**src/rtl/read_submodule_pkg.sv**
```systemverilog
// Shared types and constants for the read-side handshake initiator.
// State encodings use an RD_ prefix so they never collide with the write side.
package read_submodule_pkg;

  localparam int unsigned RD_STATE_WDTH = 2;

  typedef enum logic [RD_STATE_WDTH-1:0] {
    RD_IDLE     = 2'd0,
    RD_SEND_AR  = 2'd1,
    RD_WAIT_R   = 2'd2,
    RD_ERR_TRAP = 2'd3
  } rd_state_e;

  localparam logic RESP_OKAY = 1'b0;
  localparam logic RESP_ERR  = 1'b1;

  // True while a transaction is outstanding on the bus.
  function automatic logic rd_is_busy(input rd_state_e st);
    return (st == RD_SEND_AR) || (st == RD_WAIT_R);
  endfunction

endpackage

```
**src/rtl/read_submodule_watchdog_counter.sv**
```systemverilog
// Saturating stall counter; expired is high once every bit is set.
// Shared with the write initiator, so it carries no read-specific logic.
module watchdog_counter
  import read_submodule_pkg::*;
#(
  parameter int unsigned TIMEOUT_WDTH = 8
) (
  input  logic clk,
  input  logic rst,
  input  logic clr,
  input  logic inc,
  output logic expired
);

  logic [TIMEOUT_WDTH-1:0] cnt_q;
  logic [TIMEOUT_WDTH-1:0] cnt_d;

  assign expired = &cnt_q;

  // Next count: clear has priority; increment stops at all-ones.
  always_comb begin
    cnt_d = cnt_q;
    if (clr) begin
      cnt_d = {TIMEOUT_WDTH{1'b0}};
    end else if (inc && !expired) begin
      cnt_d = cnt_q + {{(TIMEOUT_WDTH-1){1'b0}}, 1'b1};
    end else begin
      cnt_d = cnt_q;
    end
  end

  // Count register.
  always_ff @(posedge clk) begin
    if (rst) begin
      cnt_q <= {TIMEOUT_WDTH{1'b0}};
    end else begin
      cnt_q <= cnt_d;
    end
  end

endmodule

```
**src/rtl/read_submodule.sv**
```systemverilog
// Single-beat read initiator: one AR beat, one R beat, result held until the next read.
// A watchdog returns the FSM to IDLE if memory stalls either channel.
module read_submodule
  import read_submodule_pkg::*;
#(
  parameter int unsigned ADDR_WDTH    = 4,
  parameter int unsigned DATA_WDTH    = 32,
  parameter int unsigned RESP_WDTH    = 1,
  parameter int unsigned TIMEOUT_WDTH = 8,
  parameter bit          TIMEOUT_EN   = 1'b1
) (
  input  logic                 clk,
  input  logic                 rst,
  output logic                 ar_valid,
  input  logic                 ar_ready,
  output logic [ADDR_WDTH-1:0] ar_address,
  input  logic                 r_valid,
  output logic                 r_ready,
  input  logic [DATA_WDTH-1:0] r_data,
  input  logic [RESP_WDTH-1:0] r_resp,
  input  logic                 start,
  input  logic [ADDR_WDTH-1:0] addr,
  output logic                 done,
  output logic [DATA_WDTH-1:0] data,
  output logic [RESP_WDTH-1:0] resp,
  output logic                 timeout,
  output logic                 swich_case_default
);

  rd_state_e              state_q, state_d;
  logic [ADDR_WDTH-1:0]   reg_addr_q, reg_addr_d;
  logic [DATA_WDTH-1:0]   data_q, data_d;
  logic [RESP_WDTH-1:0]   resp_q, resp_d;
  logic                   timeout_q, timeout_d;
  logic                   wd_clr_s;
  logic                   wd_inc_s;
  logic                   wd_expired_s;
  logic                   expired_s;

  watchdog_counter #(
    .TIMEOUT_WDTH(TIMEOUT_WDTH)
  ) u_watchdog (
    .clk    (clk),
    .rst    (rst),
    .clr    (wd_clr_s),
    .inc    (wd_inc_s),
    .expired(wd_expired_s)
  );

  assign expired_s = TIMEOUT_EN ? wd_expired_s : 1'b0;

  // Next-state and capture logic; a handshake always beats an expiring counter.
  always_comb begin
    state_d    = state_q;
    reg_addr_d = reg_addr_q;
    data_d     = data_q;
    resp_d     = resp_q;
    timeout_d  = timeout_q;
    wd_clr_s   = 1'b0;
    wd_inc_s   = 1'b0;
    case (state_q)
      RD_IDLE: begin
        if (start) begin
          reg_addr_d = addr;
          timeout_d  = 1'b0;
          wd_clr_s   = 1'b1;
          state_d    = RD_SEND_AR;
        end else begin
          state_d = RD_IDLE;
        end
      end
      RD_SEND_AR: begin
        if (ar_ready) begin
          wd_clr_s = 1'b1;
          state_d  = RD_WAIT_R;
        end else if (expired_s) begin
          timeout_d = 1'b1;
          state_d   = RD_IDLE;
        end else begin
          wd_inc_s = 1'b1;
        end
      end
      RD_WAIT_R: begin
        if (r_valid) begin
          data_d  = r_data;
          resp_d  = r_resp;
          state_d = RD_IDLE;
        end else if (expired_s) begin
          timeout_d = 1'b1;
          state_d   = RD_IDLE;
        end else begin
          wd_inc_s = 1'b1;
        end
      end
      RD_ERR_TRAP: begin
        state_d = RD_ERR_TRAP;
      end
      default: begin
        state_d = RD_ERR_TRAP;
      end
    endcase
  end

  // Moore output decode from the state register.
  always_comb begin
    ar_valid           = 1'b0;
    r_ready            = 1'b0;
    done               = 1'b0;
    swich_case_default = 1'b0;
    case (state_q)
      RD_IDLE:     done               = 1'b1;
      RD_SEND_AR:  ar_valid           = 1'b1;
      RD_WAIT_R:   r_ready            = 1'b1;
      RD_ERR_TRAP: swich_case_default = 1'b1;
      default:     swich_case_default = 1'b1;
    endcase
  end

  // State and result registers.
  always_ff @(posedge clk) begin
    if (rst) begin
      state_q    <= RD_IDLE;
      reg_addr_q <= {ADDR_WDTH{1'b0}};
      data_q     <= {DATA_WDTH{1'b0}};
      resp_q     <= {RESP_WDTH{1'b0}};
      timeout_q  <= 1'b0;
    end else begin
      state_q    <= state_d;
      reg_addr_q <= reg_addr_d;
      data_q     <= data_d;
      resp_q     <= resp_d;
      timeout_q  <= timeout_d;
    end
  end

  assign ar_address = reg_addr_q;
  assign data       = data_q;
  assign resp       = resp_q;
  assign timeout    = timeout_q;

endmodule
```
**config.mk**
```make
export PLATFORM = sky130hd
export DESIGN_NAME = read_submodule
export DESIGN_NICKNAME = d
export VERILOG_FILES = /design/src/rtl/read_submodule_pkg.sv /design/src/rtl/read_submodule_watchdog_counter.sv /design/src/rtl/read_submodule.sv
export SDC_FILE = /design/constraint.sdc
export NUM_CORES = 1
export LEC_CHECK = 0
export CAP_MARGIN = 5
export CORE_ASPECT_RATIO = 0.9
export CORE_MARGIN = 2
export CORE_UTILIZATION = 45
export DETAILED_ROUTE_END_ITERATION = 16
export GPL_ROUTABILITY_DRIVEN = 0
export PLACE_DENSITY = 0.84
export SYNTH_ARGS = -nofsm -noshare
export SYNTH_HDL_FRONTEND = slang
export SYNTH_SLANG_ARGS = --single-unit
```
**constraint.sdc**
```tcl
create_clock -name clk -period 3.2 [get_ports clk]
set_input_delay 0.32 -clock clk [delete_from_list [all_inputs] [get_ports clk]]
set_output_delay 0.32 -clock clk [all_outputs]
set_load 0.01 [all_outputs]
```
==> qor.csv <==
metric,value,unit
fmax,472,MHz
outcome,"finished, final reports clean",
cp-start-kind,register,
grt_pass1_vias,1828,
cts_buffer_depth,2,
grt_setup_unrepaired,no,
detail_route.first_pass.iterations,4,
ys_async_sr_fraction,0,%
arrival,1.80,ns
syn_to_final_growth,48.4,%
required,2.88,ns
ant_nets,0,
final_cell_count_no_fill,380,
finClkSkew,0.00425,ns
dieHeight,67,µm
diodes,0,
synthSimpleGateAreaFrac,23.3,%
ys_types,41,
hold_class,reg -> reg,
wl,5010,µm
cp_max_fo,9,
critPathCaptureType,output pin,
viasPerCell,5.19,
regArea,961,µm²
wl_per_cell,13.2,µm
syn_avg_cell_area,8.23,µm²
syn_area,1980,µm²
synth_top_family_by_area,simple AND/OR/NAND/NOR gates,
start_util,47.7,%
cts_hold_buf,0,
synth_compound_area_share,19.9,%
ys_warn_count,0,
path_clk_slew,0.08,ns
nets,368,
io_buffers,83,
cap_violations,0,
slew_viol_final,0,
core,4160,µm²
cts_inserted_buffers,5,
worst_hold_slack,0.453,ns
finalCriticalPeriod,2.12,ns
dp_hpwl,3570,µm
cts_resized,0,
grt_pass1_wl,8140,µm
grt_overflow,0,
synth_mux_area_share,0.504,%
final-setup-viol-count,0,
slew_headroom,31.8,%
hold_violations,0,
track_usage,21.0,%
cpMaxStageDelayCell,clkdlybuf4s50_1,
dieArea,4960,µm²
synth-adder-area-share,4.41,%
num_rows,22,
grt_start_max_net_pins,40,
final.fill_count,330,
finalSetupTns,0,ns
cts_root_buf,clkbuf_8,
cts_sinks,48,
drt_iter0_markers,113,
worst_slack,1.08,ns
die_w,74,µm
power.leakage,0.000988,µW
ir_worst_vdd,0.240,mV
finalCritPeriodShare,66.2,%
critPathMaxStageDelay,0.61,ns
antenna_found_initial,0,
multi_input_area,955,µm²
placed_cells,372,
synth_flop_cell,dfxtp_1,
post_cts_buffers,0,
syn_inst,241,
timing.critical_path.cells,inv_1 > ha_1 > clkdlybuf4s50_1,
drc,0,
drive_above_1_share,4.38,%
ys_seq_area_share,48.4,%
crit_type,reg -> out,
cts_tree,built,
synth.net_count,290,
powerDensity,374,nW/µm²
route.vias.total,1971,
dp_slack,1.23,ns
synth-edff-count,0,
pin_count,84,
clk_latency,0.29,ns
worst_pin_slew,1.02,ns
htreeDepth,2,
synth_xor_area_share,0,%
ys_seq_elements,48,
## final cells by class
type	instances	share of cell area, %
Clock inverter	1	0.255
Timing Repair Buffer	85	28.7
Multi-Input combinational cell	175	32.4
Sequential cell	48	32.6
Tap cell	60	2.55
Clock buffer	7	2.93
Inverter	4	0.510
## layout by cell type (no fill, tap or decap), types with 2 or more instances in the layout
| cell | n |
|---|---|
| a211oi_1 | 2 |
| a21oi_1 | 45 |
| and2_1 | 2 |
| buf_4 | 2 |
| clkbuf_8 | 6 |
| clkdlybuf4s50_1 | 83 |
| dfxtp_1 | 48 |
| ha_1 | 7 |
| inv_1 | 4 |
| nand2_1 | 76 |
| nand2b_1 | 2 |
| nand3_1 | 5 |
| nor2_1 | 2 |
| nor2b_1 | 3 |
| nor3_1 | 2 |
| o21ai_0 | 3 |
| or3_1 | 2 |
## path summary, 6_finish.rpt
check / from / endpoint / slack, ns / depth (start not counted)
setup reg to reg: state_q[0]$_SDFF_PP0_ / data[31]$_SDFFE_PP0P_ / 1.26 / 5
setup / recovery: state_q[0]$_SDFF_PP0_ / done / 1.08 / 3
hold / removal: data[14]$_SDFFE_PP0P_ / data[14]$_SDFFE_PP0P_ / 0.45 / 2
hold reg to reg: data[14]$_SDFFE_PP0P_ / data[14]$_SDFFE_PP0P_ / 0.45 / 2
## synthesized netlist by cell type (2+ instances only)
cell type	n	area share, %
nand2b_1	2	0.63
inv_1	4	0.76
nand3_1	5	1.3
a211oi_1	2	0.76
nor2b_1	3	0.95
nor3_1	2	0.50
dfxtp_1	48	48
a21oi_1	45	11
or3_1	2	0.63
o21ai_0	3	0.76
nand2_1	76	14
nor2_1	2	0.38
and2_1	2	0.63
buf_1	4	0.76
clkbuf_1	9	1.7
ha_1	7	4.4
## layer usage
metal  track usage (%)  vias to the layer above  wire [µm]
met5                 0                        -          0
met4              8.41                        0         60
met3              4.08                        8        405
met2              34.7                       93       2310
met1              26.8                      896       2230
li1                  -                      974          -
## report_power, final
| group | switching (µW) | internal, µW |
|---|---|---|
| Sequential | 4.75 | 603 |
| Clock | 190 | 176 |
| Combinational | 53.6 | 74.4 |
## state kept, by name, summed over array words and instances, names as in the netlist
register and cells:
ar_address 4, resp 1, state_q 2, u_watchdog.cnt_q 8, timeout 1, data 32
## worst max-delay path: cells and delay by family (launching register included)
family	cells	cell delay, ns
fa+ha+maj	1	0.41
flops	1	0.36
buf+inv	2	0.73
## cell families after synthesis
kind of cell,count (synthesis)
AO/OA/AOI/OAI,64
adder cells (fa/ha/maj),7
buffers and inverters,18
flip-flops,48
multiplexers,1
AND/OR/NAND/NOR,103
## metrics by stage
step           power [µW]  instance area, µm²  util, %
6_report             1100                2950     70.9
5_1_grt              1150                2950     70.9
4_1_cts              1110                2950     70.9
3_5_place_dp          749                2850     68.6
3_3_place_gp          749                2850     68.6
2_1_floorplan         671                1980        -
Power figures use the tool's default switching activity.
